File: src/rtl/seg_scan_reader_if.sv
// Bus bundle for seg_scan_reader: the scanned seven-segment input side and the
// frame valid/ready output side. master = the reader, slave = bus driver/consumer.
interface seg_scan_reader_if #(
  parameter int unsigned DIGITS = 4
);
  logic [7:0]          seg_in;
  logic [DIGITS-1:0]   dig_sel;
  logic [4*DIGITS-1:0] frame_data;
  logic [DIGITS-1:0]   frame_err;
  logic [DIGITS-1:0]   frame_blank;
  logic                frame_valid;
  logic                frame_ready;
  logic                overrun;

  modport master (
    input  seg_in,
    input  dig_sel,
    input  frame_ready,
    output frame_data,
    output frame_err,
    output frame_blank,
    output frame_valid,
    output overrun
  );

  modport slave (
    output seg_in,
    output dig_sel,
    output frame_ready,
    input  frame_data,
    input  frame_err,
    input  frame_blank,
    input  frame_valid,
    input  overrun
  );
endinterface

File: src/rtl/seg_scan_reader.sv
// Reads back a multiplexed active-low seven-segment bus: debounces each digit
// dwell, reverse-decodes the glyph and presents one nibble per digit as a frame.
module seg_scan_reader #(
  parameter int unsigned DIGITS        = 4,
  parameter int unsigned STABLE_CYCLES = 4
) (
  input logic               clk,
  input logic               rst_n,
  seg_scan_reader_if.master bus
);

  localparam int unsigned CW = $clog2(STABLE_CYCLES + 1);
  localparam int unsigned SW = 7 + DIGITS;
  localparam logic [CW-1:0] CntMax = CW'(STABLE_CYCLES);

  typedef enum logic [0:0] {StCollect, StPresent} state_e;

  // Returns {blank, err, value}.
  function automatic logic [5:0] glyph_decode(input logic [6:0] pat);
    logic [5:0] r;
    r = 6'b01_0000;
    case (pat)
      7'h40:   r = 6'h00;
      7'h79:   r = 6'h01;
      7'h24:   r = 6'h02;
      7'h30:   r = 6'h03;
      7'h19:   r = 6'h04;
      7'h12:   r = 6'h05;
      7'h02:   r = 6'h06;
      7'h78:   r = 6'h07;
      7'h00:   r = 6'h08;
      7'h10:   r = 6'h09;
      7'h08:   r = 6'h0A;
      7'h03:   r = 6'h0B;
      7'h46:   r = 6'h0C;
      7'h21:   r = 6'h0D;
      7'h06:   r = 6'h0E;
      7'h0E:   r = 6'h0F;
      7'h7F:   r = 6'b10_0000;
      default: r = 6'b01_0000;
    endcase
    return r;
  endfunction

  state_e              state_q, state_d;
  logic [SW-1:0]       sample, prev_q;
  logic [CW-1:0]       cnt_q, cnt_d;
  logic [DIGITS-1:0]   sel_oh;
  logic                sel_ok, same, capture;
  logic [5:0]          dec;
  logic [DIGITS-1:0]   cap_bits;
  logic [DIGITS-1:0]   captured_q, captured_d;
  logic                all_set, load, drop;
  logic [4*DIGITS-1:0] slot_val_q;
  logic [DIGITS-1:0]   slot_err_q, slot_blank_q;
  logic [4*DIGITS-1:0] frame_data_q;
  logic [DIGITS-1:0]   frame_err_q, frame_blank_q;
  logic                overrun_q;

  assign sel_oh = ~bus.dig_sel;
  assign sel_ok = $onehot(sel_oh);
  assign sample = {bus.seg_in[6:0], bus.dig_sel};
  assign same   = (sample == prev_q);
  assign dec    = glyph_decode(bus.seg_in[6:0]);

  always_comb begin
    cnt_d = '0;
    if (sel_ok) begin
      if (!same) begin
        cnt_d = CW'(1);
      end else if (cnt_q != CntMax) begin
        cnt_d = cnt_q + 1'b1;
      end else begin
        cnt_d = cnt_q;
      end
    end
  end

  // A fresh sample that alone reaches the threshold also counts as a new arrival.
  assign capture  = sel_ok && (cnt_d == CntMax) && (!same || (cnt_q != CntMax));
  assign cap_bits = capture ? sel_oh : '0;
  assign all_set  = &captured_q;

  always_comb begin
    state_d = state_q;
    load    = 1'b0;
    drop    = 1'b0;
    unique case (state_q)
      StCollect: begin
        if (all_set) begin
          load    = 1'b1;
          state_d = StPresent;
        end
      end
      StPresent: begin
        if (bus.frame_ready) begin
          if (all_set) begin
            load = 1'b1;
          end else begin
            state_d = StCollect;
          end
        end else if (all_set) begin
          drop = 1'b1;
        end
      end
      default: state_d = StCollect;
    endcase
  end

  // A capture landing on the load/drop cycle starts the next frame.
  assign captured_d = ((load || drop) ? '0 : captured_q) | cap_bits;

  always_ff @(posedge clk) begin
    if (!rst_n) begin
      state_q       <= StCollect;
      prev_q        <= '0;
      cnt_q         <= '0;
      captured_q    <= '0;
      slot_val_q    <= '0;
      slot_err_q    <= '0;
      slot_blank_q  <= '0;
      frame_data_q  <= '0;
      frame_err_q   <= '0;
      frame_blank_q <= '0;
      overrun_q     <= 1'b0;
    end else begin
      state_q    <= state_d;
      prev_q     <= sample;
      cnt_q      <= cnt_d;
      captured_q <= captured_d;
      overrun_q  <= drop;
      for (int i = 0; i < int'(DIGITS); i++) begin
        if (cap_bits[i]) begin
          slot_val_q[4*i +: 4] <= dec[3:0];
          slot_err_q[i]        <= dec[4];
          slot_blank_q[i]      <= dec[5];
        end
      end
      if (load) begin
        frame_data_q  <= slot_val_q;
        frame_err_q   <= slot_err_q;
        frame_blank_q <= slot_blank_q;
      end
    end
  end

  assign bus.frame_data  = frame_data_q;
  assign bus.frame_err   = frame_err_q;
  assign bus.frame_blank = frame_blank_q;
  assign bus.frame_valid = (state_q == StPresent);
  assign bus.overrun     = overrun_q;

endmodule

File: src/flat_wrapper.sv
// flat-port wrapper written by rule: the top's interface ports become plain ports
module seg_scan_reader_flat 
#(
  parameter int unsigned DIGITS        = 4,
  parameter int unsigned STABLE_CYCLES = 4
)
  (clk, rst_n, bus_seg_in, bus_dig_sel, bus_frame_ready, bus_frame_data, bus_frame_err, bus_frame_blank, bus_frame_valid, bus_overrun);
  seg_scan_reader_if #(.DIGITS(DIGITS)) bus_i ();
  input logic clk;
  input logic rst_n;
  input wire logic [$bits(bus_i.seg_in)-1:0] bus_seg_in;
  input wire logic [$bits(bus_i.dig_sel)-1:0] bus_dig_sel;
  input wire logic [$bits(bus_i.frame_ready)-1:0] bus_frame_ready;
  output wire logic [$bits(bus_i.frame_data)-1:0] bus_frame_data;
  output wire logic [$bits(bus_i.frame_err)-1:0] bus_frame_err;
  output wire logic [$bits(bus_i.frame_blank)-1:0] bus_frame_blank;
  output wire logic [$bits(bus_i.frame_valid)-1:0] bus_frame_valid;
  output wire logic [$bits(bus_i.overrun)-1:0] bus_overrun;
  assign bus_i.seg_in = bus_seg_in;
  assign bus_i.dig_sel = bus_dig_sel;
  assign bus_i.frame_ready = bus_frame_ready;
  assign bus_frame_data = bus_i.frame_data;
  assign bus_frame_err = bus_i.frame_err;
  assign bus_frame_blank = bus_i.frame_blank;
  assign bus_frame_valid = bus_i.frame_valid;
  assign bus_overrun = bus_i.overrun;
  seg_scan_reader #(.DIGITS(DIGITS), .STABLE_CYCLES(STABLE_CYCLES)) u_core (.clk(clk), .rst_n(rst_n), .bus(bus_i));
endmodule
File: config.mk
export PLATFORM = sky130hd
export DESIGN_NAME = seg_scan_reader_flat
export DESIGN_NICKNAME = d
export VERILOG_FILES = /design/src/rtl/seg_scan_reader_if.sv /design/src/rtl/seg_scan_reader.sv /design/src/flat_wrapper.sv
export SDC_FILE = /design/constraint.sdc
export NUM_CORES = 1
export LEC_CHECK = 0
export CAP_MARGIN = 10
export CORE_UTILIZATION = 30
export DETAILED_ROUTE_END_ITERATION = 10
export PLACE_DENSITY = 0.59
export SYNTH_ARGS = -nofsm -noshare
export SYNTH_HDL_FRONTEND = slang
export SYNTH_SLANG_ARGS = --single-unit
File: constraint.sdc
create_clock -name clk -period 2.9 [get_ports clk]
set_clock_uncertainty 0.2 [all_clocks]
set_input_delay 0.58 -clock clk [delete_from_list [all_inputs] [get_ports clk]]
set_output_delay 0.58 -clock clk [all_outputs]
set_load 0.01 [all_outputs]
==> flow_summary.yaml, run 1 <==
clocking:
  clk_pin_slew_ns: 0.08
  cts.sinks: 68
  tritoncts: "built"
  cts_hold_buf: 0
  clock_latency_ns: 0.35
  clockBufferDepth: 2
  cts_buffers: 9
  cts-root-buf: "clkbuf_8"
  htree_levels: 3
grt:
  grt_pass1_vias: 2449
  antenna_found_initial: 0
  grt_pass1_wl_um: 11900
  grt_util_all_layers_pct: 13.7
  grt_max_degree: 57
  overflow: 0
sta:
  setup_viol: 0
  maxSlewViolCount: 0
  slew_headroom_pct: 63.9
  fmax_mhz: 357
  worst_pin_slew_ns: 0.536
  period_needed_ns: 2.80
  hold_viol_final: 0
  hold_slack_ns: 0.263
  setup_ws_ns: 0.0982
  min_period_over_period_pct: 96.6
  rsz0062_at_grt: "no"
power:
  power_frac_seq_pct: 47.3
  p_leak_nw: 1.57
  irDropWorstVdd_v: 0.000194
  power_mw: 2.00
  p_per_area_nw_per_um2: 491
  p_sw_uw: 486
  swShare_pct: 24.2
  power_frac_comb_pct: 9.2
  power_frac_clock_pct: 43.4
  intPower_mw: 1.52
place:
  io_buffers: 39
  place_area_um2: 3800
  gp_congestion: 0.915
  hpwlAfterDp_um: 5060
  place_inst: 527
  preCtsSetupSlack_ns: -0.590
yosys:
  synth_cell_type_count: 51
  synth_top_family_by_area: "simple AND/OR/NAND/NOR gates"
  synth_seq_area_share_pct: 43.5
  synth_fa_ha_area_share_pct: 2.64
  synth_common_cells: "72 x nand2_1, 68 x dfxtp_1, 29 x a21boi_0"
  yosys.area.top_type_share_pct: 43.5
  yosysWarningCount: 0
  synth_edf_count: 0
  synthSimpleGateAreaFrac_pct: 26.9
  synth.avg_cell_area_um2: 8.99
  ys.flop_type: "dfxtp_1"
  synthesis.area_um2: 3130
  synthMuxAreaShare_pct: 5.12
  synth-compound-area-share_pct: 13.9
  ys_seq_elements: 68
  synthesis.nets: 369
  synth_xor_area_share_pct: 4.16
  synthTopCellsByArea: "dfxtp_1 44%, nand2_1 8.6%, a21boi_0 7.0%, mux2i_1 5.1%, and2_1 3.2%"
  async_reset_ff_share_pct: 0
  synth.largest_area_cell: "dfxtp_1"
  post-synth-top-count-cell: "nand2_1"
  netlist_instances: 348
setup_path:
  crit_type: "in2reg"
  start_kind: "input port"
  cpLargestDelayFamily: "simple AND/OR/NAND/NOR gates"
  crit_arrival_ns: 2.88
  cp.required_ns: 2.97
  cp_slowest_stage_delay_ns: 0.47
  critical-path-slowest-cell: "fa_1"
  worstPathCellList: "dlygate4sd2_1 > inv_1 > ha_4 > ha_2 > fa_1 > nor3b_4 > and2_4 > nand4_2 > or3_4 > o31ai_4"
  worstPathMaxFanout: 4
  cp-end-kind: "flip-flop"
  cp_num_buf_inv: 2
drt:
  via_count: 2569
  drt_iter0_drc: 136
  routed_wl_um: 7070
  ant_nets: 0
  wl_per_cell_um: 13.0
  drc: 0
  viasPerCell: 4.72
  dr.pass1.iters: 4
finish:
  antenna_cells: 0
  area_delta_synth_final_pct: 30.3
  final_area_um2: 4080
  stdcell_count: 544
  drive_gt1_share_pct: 16.1
  nets: 427
hold_path:
  hp-class: "reg2reg"
floorplan:
  pin_count: 41
  fp.dieH_um: 104
  fp.dieW_um: 104
  core_area_um2: 9950
  die_area_um2: 10800
  core.rowCount: 36
  initial_core_util_pct: 31.4
run:
  drv_cap: 0
run_status:
  status: "finished clean"
[worst min-delay path, delay by kind of cell, from the launching register on]
family	cells	cell delay, ns
flip-flops	1	0.31
AO/OA/AOI/OAI	1	0.06
AND/OR/NAND/NOR	1	0.05
[stage by stage]
stage                     util [%]  TNS (ns)
final                         41.0         0
after global routing          41.0         0
after CTS                     40.6         0
after detailed placement      38.2    -14.85
after global placement        38.2    -14.11
after floorplan                  -         0
[final cells by class]
cell class / count / area, µm²
Fill cell: 1033 / 5880
Multi-Input combinational cell: 252 / 1700
Sequential cell: 68 / 1360
Timing Repair Buffer: 68 / 604
Tap cell: 133 / 166
Clock buffer: 9 / 124
Clock inverter: 7 / 98.8
Inverter: 7 / 26.3
[flip-flops by register name, indices dropped and copies added, names as in the netlist]
register / cells
u_core.bus.frame_blank: 4
u_core.bus.frame_data: 16
u_core.bus.frame_err: 4
u_core.bus.frame_valid: 1
u_core.bus.overrun: 1
u_core.captured_q: 4
u_core.cnt_q: 3
u_core.prev_q: 11
u_core.slot_blank_q: 4
u_core.slot_err_q: 4
u_core.slot_val_q: 16
[layer usage]
layer | part of all wire (%) | GRT usage (%) | up-vias
met5 | 0 | 0 | -
met4 | 1.4 | 4.59 | 0
met3 | 3.9 | 4.20 | 11
met2 | 46 | 22.5 | 51
met1 | 48 | 17.1 | 1191
li1 | - | - | 1316
[what timing repair did]
action	4_1_cts	5_1_grt
cloned	0	0
pin swaps	7	4
setup endpoints to repair	28	28
setup buffers	1	0
resized for setup	7	10
[cell families (layout without fill, tap and decap cells)]
logic type	Yosys count	after routing
AND/OR/NAND/NOR	157	157
adder cells (fa/ha/maj)	6	6
multiplexers	16	16
XOR/XNOR	14	14
AO/OA/AOI/OAI	59	59
flip-flops	68	68
buffers and inverters	28	91
[worst paths after layout]
| path | start | slack [ns] | cells past startpoint | endpoint |
|---|---|---|---|---|
| worst max-delay path | bus_dig_sel[3] | 0.1 | 10 | u_core.slot_err_q[1] |
| worst min-delay path | u_core.slot_val_q[1] | 0.26 | 2 | u_core.bus.frame_data[1] |
| worst max register to register | u_core.cnt_q[0] | 0.63 | 7 | u_core.slot_val_q[14] |
| worst min register to register | u_core.slot_val_q[1] | 0.26 | 2 | u_core.bus.frame_data[1] |
[cells in the final DEF, fill, tap and decap left out, drive strengths merged, types with 3 or more instances in the layout]
master,instances
a21boi,29
a21oi,3
and2,16
and3,3
buf,30
clkbuf,9
clkdlybuf4s50,34
dfxtp,68
ha,5
inv,9
mux2i,16
nand2,72
nand3,9
nand4,8
nor2,7
nor2b,7
nor3,6
nor3b,3
nor4,6
o211ai,3
o21ai,9
o31ai,3
or3,7
xor2,12
[power groups by stage]
stage	Combinational (mW)	Sequential [mW]	Clock, mW
floorplan	0.107	0.969	0
global placement	0.170	0.970	0
detailed placement	0.171	0.970	0
CTS	0.176	0.948	0.900
global route	0.202	0.949	0.941
finish	0.185	0.948	0.870
Power figures use the tool's default switching activity.
==> run 2: changes to the inputs <==
==> constraint.sdc (replaced) <==
create_clock -name clk -period 2.9 [get_ports clk]
set_clock_uncertainty 0.2 [all_clocks]
set_input_delay 0.725 -clock clk [delete_from_list [all_inputs] [get_ports clk]]
set_output_delay 0.725 -clock clk [all_outputs]
set_load 0.01 [all_outputs]
==> run 2 against run 1 <==
  * Global-route usage is 0.66 points higher
  * Sequential share of layout area fell by 0.69 points
  * Final area up 2.1%
  * Hold slack got worse by 0.0019 ns
  * Fmax is 1.1% lower
  * Critical path depth is 1 higher
  * Combinational power is 13% higher
  * Largest cell class unchanged
==> flow_summary.yaml, run 2 (synthesized netlist as in run 1, its figures left out) <==
floorplan:
  core_area_um2: 9950
  initial_core_util_pct: 31.4
  pin_count: 41
  fp.dieH_um: 104
  fp.dieW_um: 104
  die_area_um2: 10800
  core.rowCount: 36
power:
  power_frac_clock_pct: 40.6
  power_frac_seq_pct: 48.7
  p_leak_nw: 1.61
  intPower_mw: 1.44
  p_sw_uw: 504
  p_per_area_nw_per_um2: 468
  swShare_pct: 25.9
  power_mw: 1.95
  power_frac_comb_pct: 10.7
  irDropWorstVdd_v: 0.000195
clocking:
  clockBufferDepth: 2
  cts.sinks: 68
  cts_hold_buf: 0
  cts-root-buf: "clkbuf_8"
  cts_buffers: 9
  htree_levels: 3
  clock_latency_ns: 0.35
  tritoncts: "built"
  clk_pin_slew_ns: 0.08
finish:
  drive_gt1_share_pct: 19.9
  stdcell_count: 556
  final_cell_mix: "72 x nand2_1, 68 x dfxtp_1, 40 x buf_4"
  antenna_cells: 0
  area_delta_synth_final_pct: 33.1
  layout_commonest_cell: "nand2_1"
  nets: 439
  final_core_util_pct: 41.8
setup_path:
  cpMostUsedCell: "ha_4"
  critical-path-slowest-cell: "fa_1"
  worstPathCellList: "buf_2 > buf_6 > inv_12 > ha_4 > ha_4 > fa_1 > nor3b_4 > and2_4 > nand4_4 > or3_4 > o31ai_2"
  crit_arrival_ns: 2.90
  cp_slowest_stage_delay_ns: 0.47
  cp-end-kind: "flip-flop"
  worstPathMaxFanout: 3
  start_kind: "input port"
  crit_type: "in2reg"
  cp.required_ns: 2.97
drt:
  viasPerCell: 4.64
  via_count: 2581
  ant_nets: 0
  met1_length_um: 3640
  route.met3.wl_um: 296
  wl_per_cell_um: 13.0
  drt_iter0_drc: 70
  maxUsedRoutingLayer: "met4"
  dr.pass1.iters: 4
  drc: 0
  wl_met2_um: 3210
  routed_wl_um: 7210
sta:
  min_period_over_period_pct: 97.7
  slew_headroom_pct: 58.9
  maxSlewViolCount: 0
  setup_viol: 0
  period_needed_ns: 2.83
  worst_pin_slew_ns: 0.609
  hold_slack_ns: 0.261
  fmax_mhz: 353
  hold_viol_final: 0
  rsz0062_at_grt: "no"
  setup_ws_ns: 0.0671
grt:
  grt_util_all_layers_pct: 14.4
  overflow: 0
  antenna_found_initial: 0
  grt_pass1_wl_um: 12400
  grt_pass1_vias: 2508
  grt_max_degree: 30
hold_path:
  hp-class: "reg2reg"
place:
  preCtsSetupSlack_ns: -0.796
  io_buffers: 39
  place_inst: 538
  gp_congestion: 0.860
  hpwlAfterDp_um: 5220
run:
  drv_cap: 0
run_status:
  status: "finished clean"
-- run 2: cell type report --
type | instances | area [µm²]
fillers | 997 | 5790
multi-input cells | 252 | 1720
flip-flops and latches | 68 | 1360
repair buffers | 80 | 677
well taps | 133 | 166
clock buffers | 9 | 124
clock inverters | 7 | 75.1
inverters | 7 | 46.3
-- run 2: repair_timing --
action                     CTS  global route
setup endpoints to repair   30            12
pin swaps                    7             2
gates resized for setup     19             1
gates cloned                 0             0
buffers inserted             2             0
-- run 2: final timing paths --
check | startpoint | end | slack [ns] | depth (start not counted)
max | bus_dig_sel[3] | u_core.slot_err_q[3] | 0.07 | 11
max reg2reg | u_core.cnt_q[0] | u_core.slot_val_q[6] | 0.61 | 7
min reg2reg | u_core.slot_blank_q[1] | u_core.bus.frame_blank[1] | 0.26 | 2
min | u_core.slot_blank_q[1] | u_core.bus.frame_blank[1] | 0.26 | 2
-- run 2: power groups by stage --
stage          Clock [mW]  Combinational [mW]  Sequential (mW)
4_1_cts             0.817               0.207            0.948
5_1_grt             0.859               0.227            0.950
6_report            0.790               0.209            0.949
2_1_floorplan           0               0.116            0.969
3_5_place_dp            0               0.196            0.971
3_3_place_gp            0               0.193            0.970
-- run 2: metrics by stage --
| step | TNS, ns | cell area, µm² |
|---|---|---|
| 2_1_floorplan | -0.0186 | 3190 |
| 3_3_place_gp | -19.28 | 3940 |
| 3_5_place_dp | -20.49 | 3940 |
| 4_1_cts | 0 | 4160 |
| 5_1_grt | 0 | 4170 |
| 6_report | 0 | 4170 |
-- run 2: layer usage --
| metal | up-vias | global-route usage (%) |
|---|---|---|
| met5 | - | 0 |
| met4 | 0 | 4.90 |
| met3 | 7 | 4.32 |
| met2 | 57 | 22.1 |
| met1 | 1170 | 19.1 |
| li1 | 1347 | - |
-- run 2: critical path, delay by kind of cell --
| kind | cells | cell delay (ns) |
|---|---|---|
| AOI/OAI and AO/OA | 1 | 0.22 |
| adders and majority gates | 3 | 0.80 |
| buffers and inverters | 3 | 0.26 |
| and+or+nand+nor | 4 | 0.88 |
